## config.mk

```make
export PLATFORM = sky130hd
export DESIGN_NAME = q2_control
export DESIGN_NICKNAME = d
export VERILOG_FILES = /design/src/rtl/q2_control.sv
export SDC_FILE = /design/constraint.sdc
export NUM_CORES = 1
export LEC_CHECK = 0
export CORE_MARGIN = 2
export CORE_UTILIZATION = 39
export DETAILED_ROUTE_END_ITERATION = 10
export PLACE_DENSITY = 0.88
export RECOVER_POWER = 100
export SYNTH_ARGS = -nofsm -noshare
export SYNTH_HDL_FRONTEND = slang
export SYNTH_SLANG_ARGS = --single-unit
```

## constraint.sdc

```tcl
create_clock -name clk -period 1.8 [get_ports clk]
set_input_delay 0.18 -clock clk [delete_from_list [all_inputs] [get_ports clk]]
set_output_delay 0.18 -clock clk [all_outputs]
set_load 0.005 [all_outputs]
```

## src/rtl/q2_control.sv

```systemverilog
// Q2 bit-slice instruction sequencer and front-panel controller.
// Optional single-step port enabled by defining Q2_SINGLE_STEP_EN.
module q2_control #(
  parameter int WIDTH = 12
) (
  input  logic             clk,
  input  logic             rst,
  input  logic             run,
  input  logic             stop,
  input  logic             load_addr,
  input  logic             deposit,
  input  logic             examine,
`ifdef Q2_SINGLE_STEP_EN
  input  logic             step,
`endif
  input  logic [WIDTH-1:0] dbus_in,
  input  logic             a_zero,
  output logic             dep,
  output logic             rda,
  output logic             rdp,
  output logic             rdx,
  output logic             xin_zero,
  output logic             xin_shift,
  output logic             xin_p,
  output logic             xin_dbus,
  output logic             wra,
  output logic             wrx,
  output logic             wrp,
  output logic             wrs,
  output logic             incp,
  output logic             panel_rst,
  output logic [1:0]       alu_op,
  output logic             mem_rd,
  output logic             mem_wr,
  output logic             halted
);

  typedef enum logic [3:0] {
    S_IDLE, S_LDADDR, S_DEPOSIT, S_DEP_INC, S_EXAMINE, S_EXAM_INC,
    S_FETCH_OP, S_INC1, S_FETCH_ADDR, S_INC2, S_EXEC
  } state_t;

  localparam logic [2:0] OP_LD = 3'd0, OP_ST = 3'd1, OP_NOR = 3'd2, OP_ADD = 3'd3,
                         OP_JMP = 3'd4, OP_JZ = 3'd5, OP_HLT = 3'd6;

  state_t     state_q, state_d;
  logic       phase_q;   // 0 = SETUP, 1 = STROBE
  logic [2:0] opc_q;
  logic       stop_q, step_q, az_q;
  logic       done, step_go;

  logic unused_dbus;
  assign unused_dbus = ^dbus_in[WIDTH-4:0];

`ifdef Q2_SINGLE_STEP_EN
  assign step_go = step & ~run;
`else
  assign step_go = 1'b0;
`endif

  // Instruction boundary: end of EXEC, or end of INC1 for the one-word HLT.
  assign done = phase_q & ((state_q == S_EXEC) | ((state_q == S_INC1) & (opc_q == OP_HLT)));

  always_ff @(posedge clk) begin
    if (rst) begin
      state_q <= S_IDLE;
      phase_q <= 1'b0;
      opc_q   <= 3'd0;
      stop_q  <= 1'b0;
      step_q  <= 1'b0;
      az_q    <= 1'b0;
    end else begin
      state_q <= state_d;
      phase_q <= (state_q != S_IDLE) ? ~phase_q : 1'b0;
      if (state_q == S_FETCH_OP && phase_q) opc_q <= dbus_in[WIDTH-1 -: 3];
      if (state_q == S_EXEC && !phase_q)    az_q  <= a_zero;
      if (done)                             stop_q <= 1'b0;
      else if (stop && state_q != S_IDLE)   stop_q <= 1'b1;
      if (state_q == S_IDLE)                step_q <= step_go;
      else if (done)                        step_q <= 1'b0;
    end
  end

  always_comb begin
    state_d = state_q;
    case (state_q)
      S_IDLE: begin
        if (run | step_go)  state_d = S_FETCH_OP;
        else if (load_addr) state_d = S_LDADDR;
        else if (deposit)   state_d = S_DEPOSIT;
        else if (examine)   state_d = S_EXAMINE;
      end
      S_LDADDR:     if (phase_q) state_d = S_IDLE;
      S_DEPOSIT:    if (phase_q) state_d = S_DEP_INC;
      S_DEP_INC:    if (phase_q) state_d = S_IDLE;
      S_EXAMINE:    if (phase_q) state_d = S_EXAM_INC;
      S_EXAM_INC:   if (phase_q) state_d = S_IDLE;
      S_FETCH_OP:   if (phase_q) state_d = S_INC1;
      S_INC1:       if (phase_q) state_d = (opc_q == OP_HLT) ? S_IDLE : S_FETCH_ADDR;
      S_FETCH_ADDR: if (phase_q) state_d = S_INC2;
      S_INC2:       if (phase_q) state_d = S_EXEC;
      S_EXEC:       if (phase_q) state_d = (stop_q | stop | step_q) ? S_IDLE : S_FETCH_OP;
      default:      state_d = S_IDLE;
    endcase
  end

  // Enables/selects are held across both phases; strobes only in STROBE.
  always_comb begin
    dep = 1'b0; rda = 1'b0; rdp = 1'b0; rdx = 1'b0;
    xin_zero = 1'b0; xin_shift = 1'b0; xin_p = 1'b0; xin_dbus = 1'b0;
    wra = 1'b0; wrx = 1'b0; wrp = 1'b0; wrs = 1'b0; incp = 1'b0;
    panel_rst = 1'b0; alu_op = 2'b00; mem_rd = 1'b0; mem_wr = 1'b0;
    halted = (state_q == S_IDLE);
    case (state_q)
      S_LDADDR:  panel_rst = 1'b1;
      S_DEPOSIT: begin dep = 1'b1; rdp = 1'b1; mem_wr = phase_q; end
      S_EXAMINE: begin rdp = 1'b1; mem_rd = 1'b1; end
      S_DEP_INC, S_EXAM_INC, S_INC1, S_INC2: incp = phase_q;
      S_FETCH_OP: begin rdp = 1'b1; mem_rd = 1'b1; end
      S_FETCH_ADDR: begin rdp = 1'b1; mem_rd = 1'b1; xin_dbus = 1'b1; wrx = phase_q; end
      S_EXEC: begin
        // X carries the operand address / jump target on abus.
        case (opc_q)
          OP_LD:  begin rdx = 1'b1; mem_rd = 1'b1; alu_op = 2'b00; wra = phase_q; end
          OP_ST:  begin rdx = 1'b1; rda = 1'b1; mem_wr = phase_q; end
          OP_NOR: begin rdx = 1'b1; mem_rd = 1'b1; alu_op = 2'b01; wra = phase_q; end
          OP_ADD: begin rdx = 1'b1; mem_rd = 1'b1; alu_op = 2'b10; wra = phase_q; wrs = phase_q; end
          OP_JMP: begin rdx = 1'b1; wrp = phase_q; end
          OP_JZ:  begin rdx = 1'b1; wrp = phase_q & az_q; end
          default: ;
        endcase
      end
      default: ;
    endcase
  end

endmodule
```

Yosys cells after proc, flatten, opt, wreduce, memory -nomap -nowiden
Cells that the tools add are included.

word-level totals
  output and inout bits = 19
  bits in registers = 10
  input bits = 20

cells by class
  reduce and logical (&&, ||, !) cells = 16
  eq/ne operators = 25
  multiplexer cells = 37
  bitwise gates (word level) = 7

operator list
  cell                                                             number
  4-bit 2-to-1 mux                                                 13
  4-bit case mux with 9 select lines                               1
  1-bit 2-to-1 mux                                                 17
  4-bit by 3-bit == test with 1-bit output, second input constant  4
  2-bit inequality test, second input constant                     7
  4-bit == test, second input constant                             3
  3-bit == test, second input constant                             3
  9-bit AND reduction                                              1
  3-bit OR reduction                                               3
  4-bit by 2-bit == test with 1-bit output, second input constant  2
  4-bit OR reduction                                               2
  3-bit by 2-bit == test with 1-bit output, second input constant  2
  1-bit case mux with 2 select lines                               3
  6-bit OR reduction                                               1
  5-bit inequality test, second input constant                     1
  4-bit by 1-bit == test with 1-bit output, second input constant  1
  4-bit zero test                                                  1
  2-bit case mux with 2 select lines                               1
  4-bit nonzero test                                               1
  2-bit OR reduction                                               2
  1-bit bitwise AND                                                3
  3-bit by 1-bit == test with 1-bit output, second input constant  1
  1-bit logical AND                                                3
  3-bit zero test                                                  1
  6 further kinds                                                  8

Longest topological paths before layout
  depth after elaboration = 5
  mapped depth = 6
  mapped depth without buffers = 4

Least setup slack after synthesis
No wires, ideal clock.

  kind = flip-flop to flip-flop
  start = register state_q[0]
  end = register state_q[1]
  arrival = 1.314 ns
  data required time = 1.714 ns
  library setup time = 0.086 ns
  period minus slack after synthesis = 1.400 ns
  path slack = 0.400 ns
  path buffers = 1
  stages on the path, launching flop included = 6
  cell sequence = dfxtp_1 > buf_4 > nor4_4 > and3_1 > nor3_1 > a211oi_1

RTL lines
  what                                    RTL line  source
  from (decl)                             46        state_t state_q, state_d;
  from (signal assigned)                  73        state_q <= state_d;
  4-bit zero test *                       -
  named net halted                        35        output logic halted
  5-bit inequality test (no source line)  -
  9-bit AND reduction (no source line)    -

Mark *: on every way through the listed nets, which the timed path passes. The rest lies on a longest branch.
A chain may end at the register's enable or synchronous reset.

Worst setup path after layout
  start = register state_q[0]
  end = output wra

between the ends
  word-level cells in the longest chain between the ends = 2

RTL lines
  what              RTL line  source
  4-bit == test     114       case (state_q)
  1-bit 2-to-1 mux  114
  to (decl)         26        output logic wra,

No other way between the ends.

==> results.ini <==
[synthesis]
ys_seq_elements = 10
async_flop_share_pct = 0
synthCells = 106
syn_area_um2 = 768
synth_mux_area_share_pct = 3.91
synth_enable_flop_cells = 0
avgSynthCellArea_um2 = 7.25
synth_top_area_share_pct = 26.1
yosysTopAreaCell = dfxtp_1
synth_seq_area_share_pct = 26.1
synth.distinct_cells = 34
synth_flop_cell = dfxtp_1
synth_top_family_by_area = simple AND/OR/NAND/NOR gates
yosys.area_share.simple_pct = 34.0
synth_fa_ha_area_share_pct = 0
synth_warnings = 0
synth_xor_area_share_pct = 0
synth_area_leaders = dfxtp_1 (26%), nor3_1 (7.8%), a21oi_1 (5.2%), nor2_1 (4.9%), nand2b_1 (4.1%)
synth_compound_area_share_pct = 24.3

[floorplanning]
dieArea_mm2 = 0.00234
chipHeight_um = 48.4
start_util_pct = 40.4
core_mm2 = 0.00190
num_io_pins = 39
die_w_um = 48.4
std_cell_rows = 16

[global_routing]
use_met2_pct = 33.1
grt_first_pass_wirelength_mm = 3.51
grt_usage_pct = 18.6
grt_overflow = 0
grt_max_degree = 17
grt_use_met1_pct = 21.7
antenna_found_initial = 0
use_met3_pct = 2.47
grt_pass1_vias = 825
grt_busiest_layer = met2

[detailed_routing]
wl_per_cell_um = 13.7
vias = 911
drtIter0Drc = 21
via_per_inst = 5.55
first_pass_iters = 4
drtAntennaViolNets = 0
drt_wl_total_mm = 2.25
drcViolationCount = 0

[worst_setup_path]
cp-start-kind = flop
worst-r2r-cell-count = 6
cp_data_required_time_ns = 1.62
worst-path-max-fanout = 3
crit_type = flop to output port
critPathLaunch = state_q[0]
cp-end-kind = output port
arrival_ns = 1.56
reg2reg_from = state_q[3]

[placed_design]
io_buffers = 26
gp_congestion = 0.777
dpl.hpwl_mm = 1.50
post_dp_cell_area_mm2 = 0.00107
place_ws_ns = 0.00998

[cts]
clkLatencyLatePin_ns = 0.27
cts_buffers = 3
cts_tree = built
clk_pin_slew_worst_paths_ns = 0.06
clock_path_buffers = 2
cts_sinks = 10
h-tree-depth = 1
clockRootBuffer = clkbuf_4

[power_and_ir_drop]
p_seq_share_pct = 20.5
clkPwrFrac_pct = 9.2
p_comb_share_pct = 70.3
internal_power_mw = 0.940
p_leak_nw = 0.564
p_per_area_mw_per_mm2 = 1410
swShare_pct = 43.2
power.switching_mw = 0.715
peakVddDrop_mv = 0.747

[sta]
timing.final.crit_share_pct = 96.8
setup_tns_ns = 0
whs_ns = 0.474
hold_viol = 0
fin_ws_ns = 0.0570
grt_setup_unrepaired = no
period_minus_slack_ns = 1.74
maxSlewViolCount = 0
setup_viol = 0
fin_skew_ns = 0.00178
max_freq_mhz = 574

[layout]
drive_above_1_share_pct = 22.6
nets = 159
area_growth_syn_to_layout_pct = 53.1
mostFrequentLayoutCells = clkdlybuf4s50_1 (10), buf_4 (10), nor2_1 (9), dlygate4sd2_1 (9)
fillerInstances = 169
multi_input_area_um2 = 553
utilization_pct = 61.8
diodes = 0
regArea_um2 = 205
stdcell_area_mm2 = 0.00118

[outcome]
outcome = finished clean

[min_path]
hold_class = input port to flop
hp-start = a_zero
whs_path_depth = 3

[run]
cap_violations = 0

[cells in the mapped netlist (2+ instances only)]
cell type / count
a21oi_1: 8
and3_1: 4
nand2_1: 8
nor3_1: 12
mux2i_1: 3
and2_1: 2
o21ai_0: 5
inv_1: 4
clkbuf_1: 3
nand2b_1: 5
o21a_1: 3
buf_2: 3
buf_4: 4
nor2_1: 10
dfxtp_1: 10
a211oi_1: 3
a311oi_1: 2
[worst paths after layout]
| path | slack, ns | end |
|---|---|---|
| worst max register to register | 0.16 | opc_q[0] |
| worst min-delay path | 0.47 | az_q |
| worst min register to register | 0.49 | az_q |
| worst max-delay path | 0.06 | wra |
[state kept, by name, indices dropped and copies added, names as in the netlist]
signal   flops
opc_q        3
az_q         1
stop_q       1
state_q      4
phase_q      1
[power by group through the flow]
stage	Combinational [mW]	Sequential (mW)	Clock, mW
after floorplan	0.686	0.325	0
after global placement	1.06	0.317	0
after detailed placement	1.09	0.323	0
after CTS	1.14	0.338	0.155
after global routing	1.26	0.347	0.164
final	1.16	0.339	0.152
[cells by family (layout without fill, tap and decap cells)]
family | Yosys count | count (layout)
simple gates | 48 | 48
mux | 3 | 3
compound gates | 28 | 28
other cells | 1 | 3
flops | 10 | 10
buf+inv | 16 | 45
[per-stage QoR]
stage | std cells | total power [mW]
6_report | 164 | 1.65
4_1_cts | 163 | 1.63
3_5_place_dp | 158 | 1.42
2_1_floorplan | 108 | 1.01
5_1_grt | 164 | 1.77
3_3_place_gp | 158 | 1.38
[final cells by class]
| class | instances | area share (%) |
|---|---|---|
| Tap cell | 27 | 2.87 |
| Multi-Input combinational cell | 82 | 47.0 |
| Timing Repair Buffer | 38 | 29.5 |
| Inverter | 4 | 1.28 |
| Clock buffer | 3 | 1.91 |
| Sequential cell | 10 | 17.4 |
[timing repair]
| item | 4_1_cts | 5_1_grt |
|---|---|---|
| hold buffers | 0 | 0 |
| buffers inserted | 2 | 1 |
| endpoints found under the setup margin | 14 | 9 |
| gates resized for setup | 27 | 13 |
| pin swaps | 4 | 1 |
[worst max-delay path, stage by stage, from the launching register on]
cell and delay, ns:
dfxtp_1 0.31, nand4bb_4 0.25, buf_6 0.16, nor2_4 0.10
buf_4 0.12, and3_1 0.15, clkdlybuf4s15_1 0.20
[metal layers]
layer  wire [um]  share of wire, %
met1         945                42
met2        1140                51
met3         120               5.3
met4          35               1.6
met5           0                 0
Power figures use the tool's default switching activity.
